$ cat src/rtl/gf2m_alu.sv
// Arithmetic unit for GF(2^163) with f(x)=x^163+x^7+x^6+x^3+1.
// ADD/SQR/PASS complete in one cycle; MUL is a digit-serial MSB-first multiply.
module gf2m_alu #(
  parameter int DIGIT = 4
) (
  input  logic           clk,
  input  logic           rst,
  input  logic           start,
  input  logic [1:0]     op,
  input  logic [162:0]   alu_x,
  input  logic [162:0]   alu_z,
  output logic [162:0]   result,
  output logic           busy,
  output logic           done,
  output logic           dbg_state
);

  localparam int M  = 163;
  localparam int N  = (M + DIGIT - 1) / DIGIT;
  localparam int NB = N * DIGIT;
  localparam int CW = (N > 1) ? $clog2(N) : 1;

  localparam logic [1:0] OP_ADD  = 2'b00;
  localparam logic [1:0] OP_MUL  = 2'b01;
  localparam logic [1:0] OP_SQR  = 2'b10;
  localparam logic [1:0] OP_PASS = 2'b11;

  // Low-order terms of f; x^163 folds onto these.
  localparam logic [M-1:0] POLY_LOW = {{(M-8){1'b0}}, 8'hC9};

  typedef enum logic {S_IDLE = 1'b0, S_MUL = 1'b1} state_t;

  // Handshake: start is sampled only in IDLE; done pulses one cycle with result
  // valid in that same cycle; busy is high while a MUL is iterating.

  state_t          state_q, state_d;
  logic [M-1:0]    a_q;
  logic [NB-1:0]   b_q;
  logic [NB-1:0]   b_ext;
  logic [M-1:0]    acc_q;
  logic [M-1:0]    acc_next;
  logic [CW-1:0]   cnt_q;
  logic [M-1:0]    result_q;
  logic            done_q;
  logic [DIGIT-1:0] digit;
  logic [M-1:0]    alu_result;

  function automatic logic [M-1:0] mul_step(input logic [M-1:0] acc,
                                            input logic [M-1:0] a,
                                            input logic [DIGIT-1:0] dg);
    logic [M+DIGIT-1:0] w;
    logic [M-1:0]       r;
    w = {acc, {DIGIT{1'b0}}};
    for (int j = 0; j < DIGIT; j++) begin
      if (dg[j]) w = w ^ ({{DIGIT{1'b0}}, a} << j);
    end
    r = w[M-1:0];
    // DIGIT<=16 keeps every folded term below x^163, so one pass is enough.
    for (int k = 0; k < DIGIT; k++) begin
      if (w[M+k]) r = r ^ (POLY_LOW << k);
    end
    return r;
  endfunction

  function automatic logic [M-1:0] gf_sqr(input logic [M-1:0] x);
    logic [2*M-2:0] w;
    w = '0;
    for (int i = 0; i < M; i++) w[2*i] = x[i];
    for (int i = 2*M-2; i >= M; i--) begin
      if (w[i]) begin
        w[i] = 1'b0;
        w[i-M +: 8] = w[i-M +: 8] ^ 8'hC9;
      end
    end
    return w[M-1:0];
  endfunction

  always_comb begin
    b_ext        = '0;
    b_ext[M-1:0] = alu_z;
    digit        = b_q[cnt_q*DIGIT +: DIGIT];
    acc_next     = mul_step(acc_q, a_q, digit);
  end

  always_comb begin
    alu_result = '0;
    case (op)
      OP_ADD:  alu_result = alu_x ^ alu_z;
      OP_SQR:  alu_result = gf_sqr(alu_x);
      OP_PASS: alu_result = alu_x;
      default: alu_result = '0;
    endcase
  end

  // State register
  always_ff @(posedge clk) begin
    if (rst) state_q <= S_IDLE;
    else     state_q <= state_d;
  end

  // Next-state logic
  always_comb begin
    state_d = state_q;
    case (state_q)
      S_IDLE:  if (start && op == OP_MUL) state_d = S_MUL;
      S_MUL:   if (cnt_q == '0) state_d = S_IDLE;
      default: state_d = S_IDLE;
    endcase
  end

  // Outputs
  always_comb begin
    busy      = (state_q == S_MUL);
    done      = done_q;
    result    = result_q;
    dbg_state = state_q;
  end

  always_ff @(posedge clk) begin
    if (rst) begin
      a_q      <= '0;
      b_q      <= '0;
      acc_q    <= '0;
      cnt_q    <= '0;
      result_q <= '0;
      done_q   <= 1'b0;
    end else begin
      done_q <= 1'b0;
      case (state_q)
        S_IDLE: begin
          if (start) begin
            if (op == OP_MUL) begin
              a_q   <= alu_x;
              b_q   <= b_ext;
              acc_q <= '0;
              cnt_q <= CW'(N - 1);
            end else begin
              result_q <= alu_result;
              done_q   <= 1'b1;
            end
          end
        end
        S_MUL: begin
          acc_q <= acc_next;
          cnt_q <= cnt_q - CW'(1);
          if (cnt_q == '0) begin
            result_q <= acc_next;
            done_q   <= 1'b1;
          end
        end
        default: ;
      endcase
    end
  end

endmodule
$ cat config.mk
export PLATFORM = sky130hd
export DESIGN_NAME = gf2m_alu
export DESIGN_NICKNAME = d
export VERILOG_FILES = /design/src/rtl/gf2m_alu.sv
export SDC_FILE = /design/constraint.sdc
export NUM_CORES = 2
export LEC_CHECK = 0
export ABC_AREA = 1
export CAP_MARGIN = 20
export CORE_MARGIN = 10
export CORE_UTILIZATION = 30
export DETAILED_ROUTE_END_ITERATION = 16
export GPL_ROUTABILITY_DRIVEN = 0
export GPL_TIMING_DRIVEN = 0
export PLACE_DENSITY = 0.49
export RECOVER_POWER = 25
export SETUP_SLACK_MARGIN = 0.3
export SKIP_LAST_GASP = 1
export SYNTH_ARGS = -nofsm -noshare
export SYNTH_HDL_FRONTEND = slang
export SYNTH_SLANG_ARGS = --single-unit
$ cat constraint.sdc
create_clock -name clk -period 3.26 [get_ports clk]
set_input_delay 0.489 -clock clk [delete_from_list [all_inputs] [get_ports clk]]
set_output_delay 0.489 -clock clk [all_outputs]
set_load 0.02 [all_outputs]
==> reports/metrics.cfg <==
[power]
pwr-share-comb_pct = 33.5
p_int_mw = 17.5
powerDensity_nw_per_um2 = 509
seqPwrFrac_pct = 31.6
irDropWorstVdd_uv = 360
power_leakage_nw = 23.2
p_sw_mw = 10.9
p_sw_share_pct = 38.5
clkPwrFrac_pct = 35.0

[cts]
clock_latency_ns = 0.71
cts_buffers = 84
clock_tree.root_cell = clkbuf_16
cts.sinks = 660
clk_pin_slew_worst_paths_ns = 0.06
clockBufferDepth = 3
h-tree-depth = 3
tritoncts = done
ctsHoldBuffers = 0

[grt]
antenna_found_initial = 40
grt_overflow = 0
grt_usage_pct = 29.6
grt_max_degree = 13
grt_pass1_wl_mm = 336
grt_pass1_vias = 44900

[logic_synthesis]
synth_mux_area_share_pct = 0
synth_fa_ha_area_share_pct = 0.0590
yosysTopAreaCell = dfxtp_1
synth-simple-area-share_pct = 25.0
synth_cell_types = 36
synth_top_family_by_area = simple AND/OR/NAND/NOR gates
avgSynthCellArea_um2 = 6.46
synthTopCellsByArea = dfxtp_1, nand2_1, a21oi_1
syn_area_um2 = 42400
ys.warnings.count = 0
synth_cells = 6564
synth_top_area_share_pct = 31.1
synth_compound_area_share_pct = 20.3
synthXorXnorAreaFrac_pct = 13.6
ys_seq_elements = 660
synth-seq-area-share_pct = 31.1
syn_nets = 6897

[sta]
tightest_slew_ns = 1.28
clock.fmax_mhz = 310
fin_tns_setup_ns = 0
relSlewSlack_pct = 14.5
period_share_pct = 99.1
slew_viol_final = 0
rsz0062_at_grt = true
final.min_clock_period_ns = 3.23
clock-skew-final_ns = 0.0334
hold_violations = 0
setup_viol = 0

[floorplan]
initial_utilization_pct = 30.3
die_y_um = 396
die_area_um2 = 157000
core_um2 = 140000
io_pins = 497
die_x_um = 396
row_count = 137

[finish]
n_fill_cell = 14800
layout.nets = 7472
finish.utilization_pct = 39.8
area_growth_pct = 31.5
drive_above_1_share_pct = 10.7

[place]
io_buffers = 423
dp.final_hpwl_mm = 195

[setup_path]
start_kind = input port
cp-startpoint = op[0]
worstPathRequired_ns = 3.81
cp-end-kind = flop
critPathKind = input port to flop
crit_path_top_delay_cell = dlygate4sd3_1
worstPathArrival_ns = 3.78
cpPeakStageDelay_ns = 0.79
cp_cell_sequence = dlygate4sd3_1 -> inv_1 -> nor2_1 -> nand2_1 -> nor2_1 -> clkbuf_1 -> clkbuf_2 -> clkbuf_1 -> a21oi_1
rrSetupSlack_ns = 0.24
crit_buf_inv = 5
r2r_start = busy$_SDFF_PP0_
path_max_fanout = 10
crit_family = buffers and inverters

[routing]
drt_iter0_drc = 6317
num_vias = 49300
final_antenna_net_count = 0
drc = 0
vias_per_cell = 5.41
wire_per_inst_um = 27.7
dr.pass1.iters = 6
postRouteWirelength_mm = 252

[worst_hold_path]
hold_path_class = input port to flop
hp-start = alu_x[154]

[job]
drv_cap = 0

[run_status]
status = completed

-- stage by stage --
stage          instances  cell area (um^2)  worst slack (ns)  power, mW  hold slack (ns)
3_3_place_gp        8863             49000             -1.65       16.8            0.438
2_1_floorplan       6564             42400             0.984       13.1            0.429
6_report            9112             55800            0.0304       28.4            0.255
4_1_cts             9041             52900             0.279       27.1            0.229
5_1_grt             9104             55800            0.0967       29.0            0.295
3_5_place_dp        8877             49200             -1.38       16.9            0.443
-- state kept, by name, indices dropped and copies added, names as in the netlist --
signal  count
a_q       163
busy        1
result    163
b_q       163
cnt_q       6
done        1
acc_q     163
-- routing by layer --
layer / track usage (%) / vias up / share of wire, %
li1: - / 22500 / -
met1: 37.5 / 23300 / 39
met2: 44.2 / 2791 / 42
met3: 6.55 / 723 / 11
met4: 21.1 / 22 / 8.8
met5: 0 / - / 0.056
-- logic make-up after synthesis --
group           count (synthesis)
flops                         660
simple gates                 2588
xor+xnor                      659
buf+inv                      1050
fa+ha+maj                       2
compound gates               1605
-- cell usage after synthesis --
master	instances
nand2_1	1330
a21oi_1	778
nor2_1	667
dfxtp_1	660
o21ai_0	612
inv_1	564
nand3_1	528
clkbuf_1	379
xnor2_1	364
xor2_1	295
o221ai_1	115
buf_2	53
o211ai_1	48
o21ai_1	42
buf_4	27
nand3b_1	21
buf_6	11
nor2_4	11
nor2_2	10
buf_1	9
inv_2	5
o22ai_1	5
nand2_2	4
nand3_2	4
nand4_1	4
nor3_1	3
a211oi_1	2
clkinv_1	2
ha_1	2
nand2b_1	2
or2_2	2
a221o_1	1
a31oi_1	1
and3_1	1
o21ai_2	1
or2_1	1
-- cells in the final DEF, fill, tap and decap left out, types with 6 or more instances in the layout --
| cell type | instances |
|---|---|
| buf_6 | 28 |
| nand3_4 | 6 |
| xnor2_2 | 7 |
| o221ai_1 | 115 |
| dfxtp_1 | 656 |
| buf_8 | 28 |
| nand2_1 | 1243 |
| clkinv_2 | 17 |
| nand3_1 | 438 |
| o21ai_1 | 43 |
| nand2_2 | 66 |
| nor2_4 | 15 |
| xor2_1 | 228 |
| buf_1 | 6 |
| a21oi_2 | 96 |
| clkdlybuf4s50_1 | 256 |
| xnor2_1 | 357 |
| clkbuf_2 | 43 |
| buf_4 | 40 |
| buf_16 | 15 |
| nand3_2 | 88 |
| o21ai_2 | 9 |
| xor2_2 | 67 |
| diode_2 | 30 |
| clkbuf_4 | 15 |
| inv_1 | 563 |
| nor2_2 | 16 |
| buf_12 | 25 |
| bufinv_16 | 7 |
| dlygate4sd3_1 | 167 |
| a21oi_1 | 682 |
| nand2_4 | 22 |
| clkbuf_1 | 331 |
| clkbuf_16 | 103 |
| o21ai_0 | 603 |
| o211ai_1 | 48 |
| nor2_1 | 657 |
| nand3b_1 | 21 |
| clkbuf_8 | 20 |
-- layout make-up --
| cell class | count | area [um^2] | share of cell area (%) |
|---|---|---|---|
| multi-input combinational | 4854 | 26900 | 48.2 |
| clock inverter | 38 | 453 | 0.812 |
| sequential | 660 | 13200 | 23.7 |
| buffer | 479 | 2990 | 5.36 |
| clock buffer | 115 | 2370 | 4.24 |
| timing repair buffer | 489 | 5310 | 9.51 |
| inverter | 571 | 2160 | 3.87 |
| antenna | 30 | 75.1 | 0.135 |
| tap | 1876 | 2350 | 4.21 |
-- worst min-delay path, delay by kind of cell --
family          cells  cell delay [ns]
buf+inv             2             0.33
compound gates      1             0.07
-- power groups by stage --
stage	Clock, mW	Sequential [mW]	Combinational [mW]
6_report	9.92	8.96	9.50
5_1_grt	10.2	9.00	9.81
4_1_cts	9.90	8.94	8.31
3_5_place_dp	0	9.11	7.82
3_3_place_gp	0	9.11	7.71
2_1_floorplan	0	9.24	3.85
-- path summary, 6_finish.rpt --
check,end,depth (start not counted)
hold reg to reg,b_q[52]$_SDFFE_PP0P_,2
setup / recovery,a_q[157]$_SDFFE_PP0P_,9
hold / removal,a_q[154]$_SDFFE_PP0P_,3
setup reg to reg,result[161]$_SDFFE_PP0P_,11
-- timing repair --
| action | in CTS | in global routing |
|---|---|---|
| gates cloned | 2 | 19 |
| endpoints found under the setup margin | 655 | 469 |
| pin swaps | 11 | 181 |
| gates resized for setup | 208 | 561 |
| setup buffers | 9 | 22 |
Power figures use the tool's default switching activity.
